$ cat config.mk
export PLATFORM = sky130hd
export DESIGN_NAME = fifo_umbral
export DESIGN_NICKNAME = d
export VERILOG_FILES = /design/src/rtl/fifo_umbral_pkg.sv /design/src/rtl/fifo_umbral_memoria.sv /design/src/rtl/fifo_umbral.sv
export SDC_FILE = /design/constraint.sdc
export NUM_CORES = 1
export LEC_CHECK = 0
export BUFFER_PORTS_ARGS = -buffer_cell sky130_fd_sc_hd__buf_2
export CAP_MARGIN = 5
export CORE_AREA = 2 2 118 120
export CTS_CLUSTER_DIAMETER = 40
export DETAILED_ROUTE_END_ITERATION = 7
export DIE_AREA = 0 0 120 122
export GPL_TIMING_DRIVEN = 0
export PLACE_DENSITY = 0.48
export SLEW_MARGIN = 30
export SYNTH_ARGS = -nofsm -noshare
export SYNTH_HDL_FRONTEND = slang
export SYNTH_HIERARCHICAL = 1
export SYNTH_SLANG_ARGS = --single-unit
$ cat constraint.sdc
create_clock -name clk -period 8.3 [get_ports clk]
set_input_delay 0.83 -clock clk [delete_from_list [all_inputs] [get_ports clk]]
set_output_delay 0.83 -clock clk [all_outputs]
set_load 0.02 [all_outputs]
$ cat src/rtl/fifo_umbral_pkg.sv
`default_nettype none
// ============================================================================
// Module      : fifo_umbral_pkg
// Description : Shared threshold-word layout and reset defaults for fifo_umbral.
// Revision    : 1.0 - initial release
// ============================================================================
package fifo_umbral_pkg;

    localparam int UMBRALES_L_H    = 8;

    localparam int UMBRAL_ALTO_MSB = 7;
    localparam int UMBRAL_ALTO_LSB = 4;
    localparam int UMBRAL_BAJO_MSB = 3;
    localparam int UMBRAL_BAJO_LSB = 0;

    localparam int UMBRAL_W        = UMBRAL_ALTO_MSB - UMBRAL_ALTO_LSB + 1;

    localparam logic [UMBRAL_W-1:0] UMBRAL_BAJO_RST = 4'd1;
    localparam logic [UMBRAL_W-1:0] UMBRAL_ALTO_RST = 4'd6;

endpackage
`default_nettype wire

$ cat src/rtl/fifo_umbral_memoria.sv
`default_nettype none
// ============================================================================
// Module      : memoria_fifo
// Description : DEPTH x DATA_WIDTH register array, synchronous write and
//               registered read port that holds its value when not read.
// Revision    : 1.0 - initial release
// ============================================================================
module memoria_fifo #(
    parameter int DATA_WIDTH = 6,
    parameter int ADDR_WIDTH = 3
) (
    input  logic                  clk,
    input  logic                  reset,
    input  logic                  wr_en_i,
    input  logic [ADDR_WIDTH-1:0] wr_addr_i,
    input  logic [DATA_WIDTH-1:0] wr_data_i,
    input  logic                  rd_en_i,
    input  logic [ADDR_WIDTH-1:0] rd_addr_i,
    output logic [DATA_WIDTH-1:0] rd_data_o
);

    localparam int DEPTH = 2 ** ADDR_WIDTH;

    logic [DATA_WIDTH-1:0] mem_q [DEPTH];
    logic [DATA_WIDTH-1:0] rd_data_q;

    // Storage is intentionally left uninitialised by reset.
    always_ff @(posedge clk) begin
        if (wr_en_i) begin
            mem_q[wr_addr_i] <= wr_data_i;
        end
    end

    // Read-before-write: a same-edge read of the slot being written returns the old word.
    always_ff @(posedge clk) begin
        if (!reset) begin
            rd_data_q <= '0;
        end else if (rd_en_i) begin
            rd_data_q <= mem_q[rd_addr_i];
        end
    end

    assign rd_data_o = rd_data_q;

endmodule
`default_nettype wire

$ cat src/rtl/fifo_umbral.sv
`default_nettype none
// ============================================================================
// Module      : fifo_umbral
// Description : Single-clock FIFO with programmable almost-empty/almost-full
//               thresholds and a sticky overflow/underflow error flag.
// Revision    : 1.0 - initial release
// ============================================================================
module fifo_umbral #(
    parameter int DATA_WIDTH   = 6,
    parameter int ADDR_WIDTH   = 3,
    parameter int UMBRALES_L_H = fifo_umbral_pkg::UMBRALES_L_H
) (
    input  logic                    clk,
    input  logic                    reset,
    input  logic [UMBRALES_L_H-1:0] umbral_LH,
    input  logic                    umbral_load,
    input  logic                    push,
    input  logic [DATA_WIDTH-1:0]   data_in,
    input  logic                    pop,
    output logic [DATA_WIDTH-1:0]   data_out,
    output logic                    valid_out,
    output logic                    empty_fifo,
    output logic                    full_fifo,
    output logic                    almost_empty,
    output logic                    almost_full,
    output logic                    error_fifo
);

    import fifo_umbral_pkg::*;

    localparam int DEPTH = 2 ** ADDR_WIDTH;
    localparam int CNT_W = ADDR_WIDTH + 1;
    localparam int CMP_W = (CNT_W > UMBRAL_W) ? CNT_W : UMBRAL_W;

    localparam logic [CNT_W-1:0] DEPTH_C = CNT_W'(DEPTH);

    logic [ADDR_WIDTH-1:0] wr_ptr_q, wr_ptr_d;
    logic [ADDR_WIDTH-1:0] rd_ptr_q, rd_ptr_d;
    logic [CNT_W-1:0]      count_q, count_d;
    logic                  valid_q, valid_d;
    logic                  error_q, error_d;
    logic [UMBRAL_W-1:0]   alto_q, alto_d;
    logic [UMBRAL_W-1:0]   bajo_q, bajo_d;

    logic w_pop_ok;
    logic w_push_ok;
    logic [CMP_W-1:0] w_count_ext;
    logic [CMP_W-1:0] w_alto_ext;
    logic [CMP_W-1:0] w_bajo_ext;

    // A full FIFO still accepts a push when a pop frees the slot on the same edge.
    assign w_pop_ok  = reset && pop && (count_q != '0);
    assign w_push_ok = reset && push && ((count_q != DEPTH_C) || w_pop_ok);

    always_comb begin
        wr_ptr_d = wr_ptr_q;
        rd_ptr_d = rd_ptr_q;
        count_d  = count_q;
        valid_d  = w_pop_ok;
        error_d  = error_q;
        alto_d   = alto_q;
        bajo_d   = bajo_q;

        if (w_push_ok) begin
            wr_ptr_d = wr_ptr_q + 1'b1;
        end
        if (w_pop_ok) begin
            rd_ptr_d = rd_ptr_q + 1'b1;
        end

        case ({w_push_ok, w_pop_ok})
            2'b10:   count_d = count_q + 1'b1;
            2'b01:   count_d = count_q - 1'b1;
            default: count_d = count_q;
        endcase

        if ((push && !w_push_ok) || (pop && !w_pop_ok)) begin
            error_d = 1'b1;
        end

        if (umbral_load) begin
            alto_d = umbral_LH[UMBRAL_ALTO_MSB:UMBRAL_ALTO_LSB];
            bajo_d = umbral_LH[UMBRAL_BAJO_MSB:UMBRAL_BAJO_LSB];
        end
    end

    always_ff @(posedge clk) begin
        if (!reset) begin
            wr_ptr_q <= '0;
            rd_ptr_q <= '0;
            count_q  <= '0;
            valid_q  <= 1'b0;
            error_q  <= 1'b0;
            alto_q   <= UMBRAL_ALTO_RST;
            bajo_q   <= UMBRAL_BAJO_RST;
        end else begin
            wr_ptr_q <= wr_ptr_d;
            rd_ptr_q <= rd_ptr_d;
            count_q  <= count_d;
            valid_q  <= valid_d;
            error_q  <= error_d;
            alto_q   <= alto_d;
            bajo_q   <= bajo_d;
        end
    end

    memoria_fifo #(
        .DATA_WIDTH (DATA_WIDTH),
        .ADDR_WIDTH (ADDR_WIDTH)
    ) u_memoria (
        .clk       (clk),
        .reset     (reset),
        .wr_en_i   (w_push_ok),
        .wr_addr_i (wr_ptr_q),
        .wr_data_i (data_in),
        .rd_en_i   (w_pop_ok),
        .rd_addr_i (rd_ptr_q),
        .rd_data_o (data_out)
    );

    // Zero-extend both sides so out-of-range thresholds compare naturally.
    assign w_count_ext = CMP_W'(count_q);
    assign w_alto_ext  = CMP_W'(alto_q);
    assign w_bajo_ext  = CMP_W'(bajo_q);

    assign valid_out    = valid_q;
    assign error_fifo   = error_q;
    assign empty_fifo   = (count_q == '0);
    assign full_fifo    = (count_q == DEPTH_C);
    assign almost_empty = (w_count_ext <= w_bajo_ext);
    assign almost_full  = (w_count_ext >= w_alto_ext);

endmodule
`default_nettype wire

# == Word level (Yosys, flattened, before mapping) ==
# Memory sizes are Yosys's and may differ from the RTL's. A register that Yosys moved wholly into a read port is not among the register bits.
# Cells that the tools add are included.
# classes
mux,3
eq_ne,4
addsub,4
n_reduce_logical,14
magnitude_cmp,2
# op_table
operator,n
4-bit one-hot mux with 2 select lines,1
"3-bit by 1-bit adder with 3-bit output, second input constant",2
1-bit logical AND,6
"4-bit by 1-bit adder with 4-bit output, second input constant",1
"4-bit == test, second input constant",1
4-bit greater-or-equal comparator,1
4-bit <= comparator,1
4-bit logical NOT,1
"4-bit != test, second input constant",1
4-bit nonzero test,1
"4-bit by 1-bit subtractor with 4-bit output, second input constant",1
1-bit logical NOT,3
"2-bit by 1-bit == test with 1-bit output, second input constant",1
"2-bit == test, second input constant",1
1-bit logical OR,2
1-bit two-way mux,2
2-bit nonzero test,1
# totals
ff_bits,20
mem_bits_rw,48
n_memories,1
word_cells,35
# memory_table
name,words,width,rd,rd_clocked_by_memory_dff,wr,line_no,text
u_memoria.mem_q,8,6,1,1,1,fifo_umbral_memoria.sv:24,logic [DATA_WIDTH-1:0] mem_q [DEPTH];

# == Depth between registers and ports, before layout ==
# depth
ltp_word,7
mapped_depth,10
depth_no_buf,9

# == Hierarchy ==
# Netlist, hierarchy kept.
# by_module_without_submodules
mod,seq_area_each_um2,instances,area_per_inst_um2,cells_per_inst
memoria_fifo,1561.5,1,2108.3,123
fifo_umbral,400.4,1,1159.9,129

# == Worst setup path before layout ==
# Ideal clock, no wire load.
# synth_timing
path_type,reg2reg
startpoint,register count_q[0]
endpoint,register count_q[3]
period_less_slack_ns,2.761
setup_time_ns,0.120
slack_ns,5.539
required_ns,8.180
arrival_time_ns,2.641
stages_incl_launch_ff,11
cell_sequence,dfxtp_1 > or3_2 > buf_6 > o211a_1 > nand2b_1 > inv_1 > ha_1 > a211oi_2 > or4b_4 > and3_1 > o31a_1
# synth_via
elab_chain_len,6
elab_cells_between_ends,11
classes_between,add/sub: 2; eq/ne: 3; mux: 1; reduce/logical: 5
# synth_lines
item,line_no,text
start: declaration,fifo_umbral.sv:39,"logic [CNT_W-1:0] count_q, count_d;"
start signal: assignment,fifo_umbral.sv:99,count_q <= count_d;
4-bit nonzero test (*),fifo_umbral.sv:52,assign w_pop_ok = reset && pop && (count_q != '0);
1-bit logical AND (*),fifo_umbral.sv:52,
net valid_d,fifo_umbral.sv:40,"logic valid_q, valid_d;"
1-bit logical OR,fifo_umbral.sv:53,assign w_push_ok = reset && push && ((count_q != DEPTH_C) || w_pop_ok);
1-bit logical AND,fifo_umbral.sv:53,
2-bit by 1-bit == test with 1-bit output or 2-bit == test (tied branches),fifo_umbral.sv:71,"case ({w_push_ok, w_pop_ok})"
4-bit one-hot mux with 2 select lines or 2-bit nonzero test (tied branches),n/a,
# Mark *: on every way through the listed nets, which the timed path passes. The rest lies on a longest branch.
# A chain may end at the register's enable or synchronous reset.

# == Worst setup path after layout ==
# layout_timing
startpoint,register count_q[1]
endpoint,register count_q[3]
# Same word-level chain as after synthesis.

==> impl_metrics.ini <==
[grt]
grtUsageTotal = 0.09689
overflow = 0
grt_pass1_wl_um = 10630
grt_max_degree = 17
grt_pass1_vias = 1992
antenna_found_initial = 1

[final_layout]
mostFrequentLayoutCell = edfxtp_1
final_cell_mix = edfxtp_1 (48), buf_2 (30), dfxtp_1 (26), nor2_1 (24), mux2i_1 (20)
multi_input_area_um2 = 1186
post-route-util = 0.2911
syn2layout_area_growth_pct = 20.29
nNetsFinal = 322
fillCellCount = 1367
layout-drive-gt1-share = 0.2339
ff_latch_area_um2 = 1962

[floorplan]
dieArea_um2 = 14640
start_util = 0.2420
dieWidth_um = 120
io_pins = 31
die_y_um = 122
fp-row-count = 43
coreArea_um2 = 13500

[sta]
tns_ns = 0
min_period_ns = 2.979
period_share = 0.3589
fin_hold_ws_ns = 0.4925
fin_skew_ns = 0.007455
rsz0062_at_grt = false
slew_violations = 0
worst_pin_slew_ns = 0.7027
fmaxAchievable_ghz = 0.3357
hold_viol = 0
relSlewSlack = 0.5298
fin_ws_ns = 5.321
setup-violations-final = 0

[routing]
first_iter_violations = 82
vias = 1994
top_layer_used = met4
routedWlPerCell_um = 13.97
routed_via_density = 4.189
drt-pass1-iter-count = 4
drcViolationCount = 0
m1WireLength_um = 3179
wl_met2_um = 3104
ant_nets = 0
detailroute.wirelength.met3_um = 253
wirelength_um = 6651

[clock_network]
clk_latency_ns = 0.33
clk_pin_slew_ns = 0.06
cts.sinks = 74
root_buffer = clkbuf_16
ctsResizeCount = 0
cts_htree_levels = 3
clock_path_buffers = 2
cts_tree = done
cts_hold_buf = 0
cts-buffers-inserted = 9
postCtsSetupBuffers = 0

[logic_synthesis]
syn_nets = 284
yosys.cell_types.count = 40
yosys.area.top_type = edfxtp_1
ys_top_cells_by_area = edfxtp_1 (44%), dfxtp_1 (16%), mux2i_1 (6.1%), ha_1 (4.6%), mux2_2 (3.8%)
ys_ff_latch = 74
synth_area_per_cell_um2 = 12.97
ys_warn_count = 6
synth_area_um2 = 3268
netlist.area_leader.share = 0.4410
ys_seq_area_frac = 0.6003
synthCells = 252

[worst_setup_path]
r2r_cells = 10
worst-path-stages = 10
end_kind = flop
required_ns = 8.52
worstPathMaxFanout = 8
rrSetupSlack_ns = 5.32
crit_slowest_cell = or4b_4
cp.arrival_ns = 3.20
critPathBufInv = 2
cp_top_family = simple AND/OR/NAND/NOR gates
cp-start-kind = flop
critPathKind = flop to flop
cp_cell_sequence = or3_2 > buf_6 > o211a_1 > nand2b_1 > inv_1 > ha_1 > a211oi_2 > or4b_4 > and3_1 > o31a_1
max_stage_delay_ns = 0.53

[min_path]
hp-class = flop to flop
hold_path_depth = 2

[placed_design]
gp_congestion = 0.6982
hpwl_um = 4680
place_ws_ns = 5.013
port_buffers = 27

[job]
maxCapViolCount = 0

[power_and_ir_drop]
total_power_mw = 1.138
power_density_nw_per_um2 = 289.5
peakVddDrop_uv = 104.1
static-leakage-power_nw = 1.496

[status]
status = completed
[registers in the layout, summed over array words and instances, names as in the netlist]
| signal | cells |
|---|---|
| alto_q | 4 |
| bajo_q | 4 |
| count_q | 4 |
| error_fifo | 1 |
| rd_ptr_q | 3 |
| u_memoria/mem_q | 48 |
| u_memoria/rd_data_o | 6 |
| valid_out | 1 |
| wr_ptr_q | 3 |
[Yosys cell counts (all sizes together)]
master and n:
a221o 3, and3 1, nand2 12, edfxtp 48, o21a 2, o211a 2
nand4 1, o21ai 12, inv 10, or4b 1, nand3b 1, a21o 3
xor2 3, ha 12, nor2 24, fa 1, o31a 1, dfxtp 26
nor3 4, mux2i 20, o22ai 3, a211oi 3, clkbuf 4, nor2b 3
o221ai 3, and2 1, o311a 1, buf 7, mux2 12, nand2b 8
a22oi 3, or3 1, xnor2 3, o211ai 4, a21oi 9
[metrics by stage]
stage	cell area, µm²	instances
6_report	3931	476
5_1_grt	3929	475
4_1_cts	3929	475
3_5_place_dp	3638	459
3_3_place_gp	3628	459
2_1_floorplan	3268	252
[path summary, 6_finish.rpt]
kind | to | from
worst max-delay path | count_q[3] | count_q[1]
worst min-delay path | error_fifo | error_fifo
worst min register to register | error_fifo | error_fifo
worst max register to register | count_q[3] | count_q[1]
[cells by family after synthesis]
group / after synthesis / synth area share
buf+inv: 21 / 0.03981
fa+ha+maj: 13 / 0.05207
simple gates: 57 / 0.08308
compound gates: 49 / 0.1060
xor+xnor: 6 / 0.01608
mux: 32 / 0.1026
flops: 74 / 0.6003
[layout make-up]
class,count,area share
antenna,1,0.0006365
clock buffer,9,0.05729
multi-input combinational,157,0.3017
buffer,11,0.02355
timing repair buffer,27,0.03437
sequential,74,0.4990
tap,180,0.05729
inverter,10,0.009548
clock inverter,7,0.01655
[tightest hold or removal path, cell delays in order (launching register included)]
cell and delay (ns):
dfxtp_1 0.33, nor2_1 0.05, nor2_1 0.07
[metal layers]
layer,up-vias,track usage
li1,1012,-
met1,939,0.1251
met2,34,0.1499
met3,9,0.02575
met4,0,0.04853
met5,-,0
[power by group]
| part | switching [mW] | internal [mW] |
|---|---|---|
| Clock | 0.163 | 0.211 |
| Sequential | 0.0267 | 0.420 |
| Combinational | 0.168 | 0.150 |
| Total | 0.357 | 0.781 |
No activity file was read; power rests on OpenSTA's default activity.
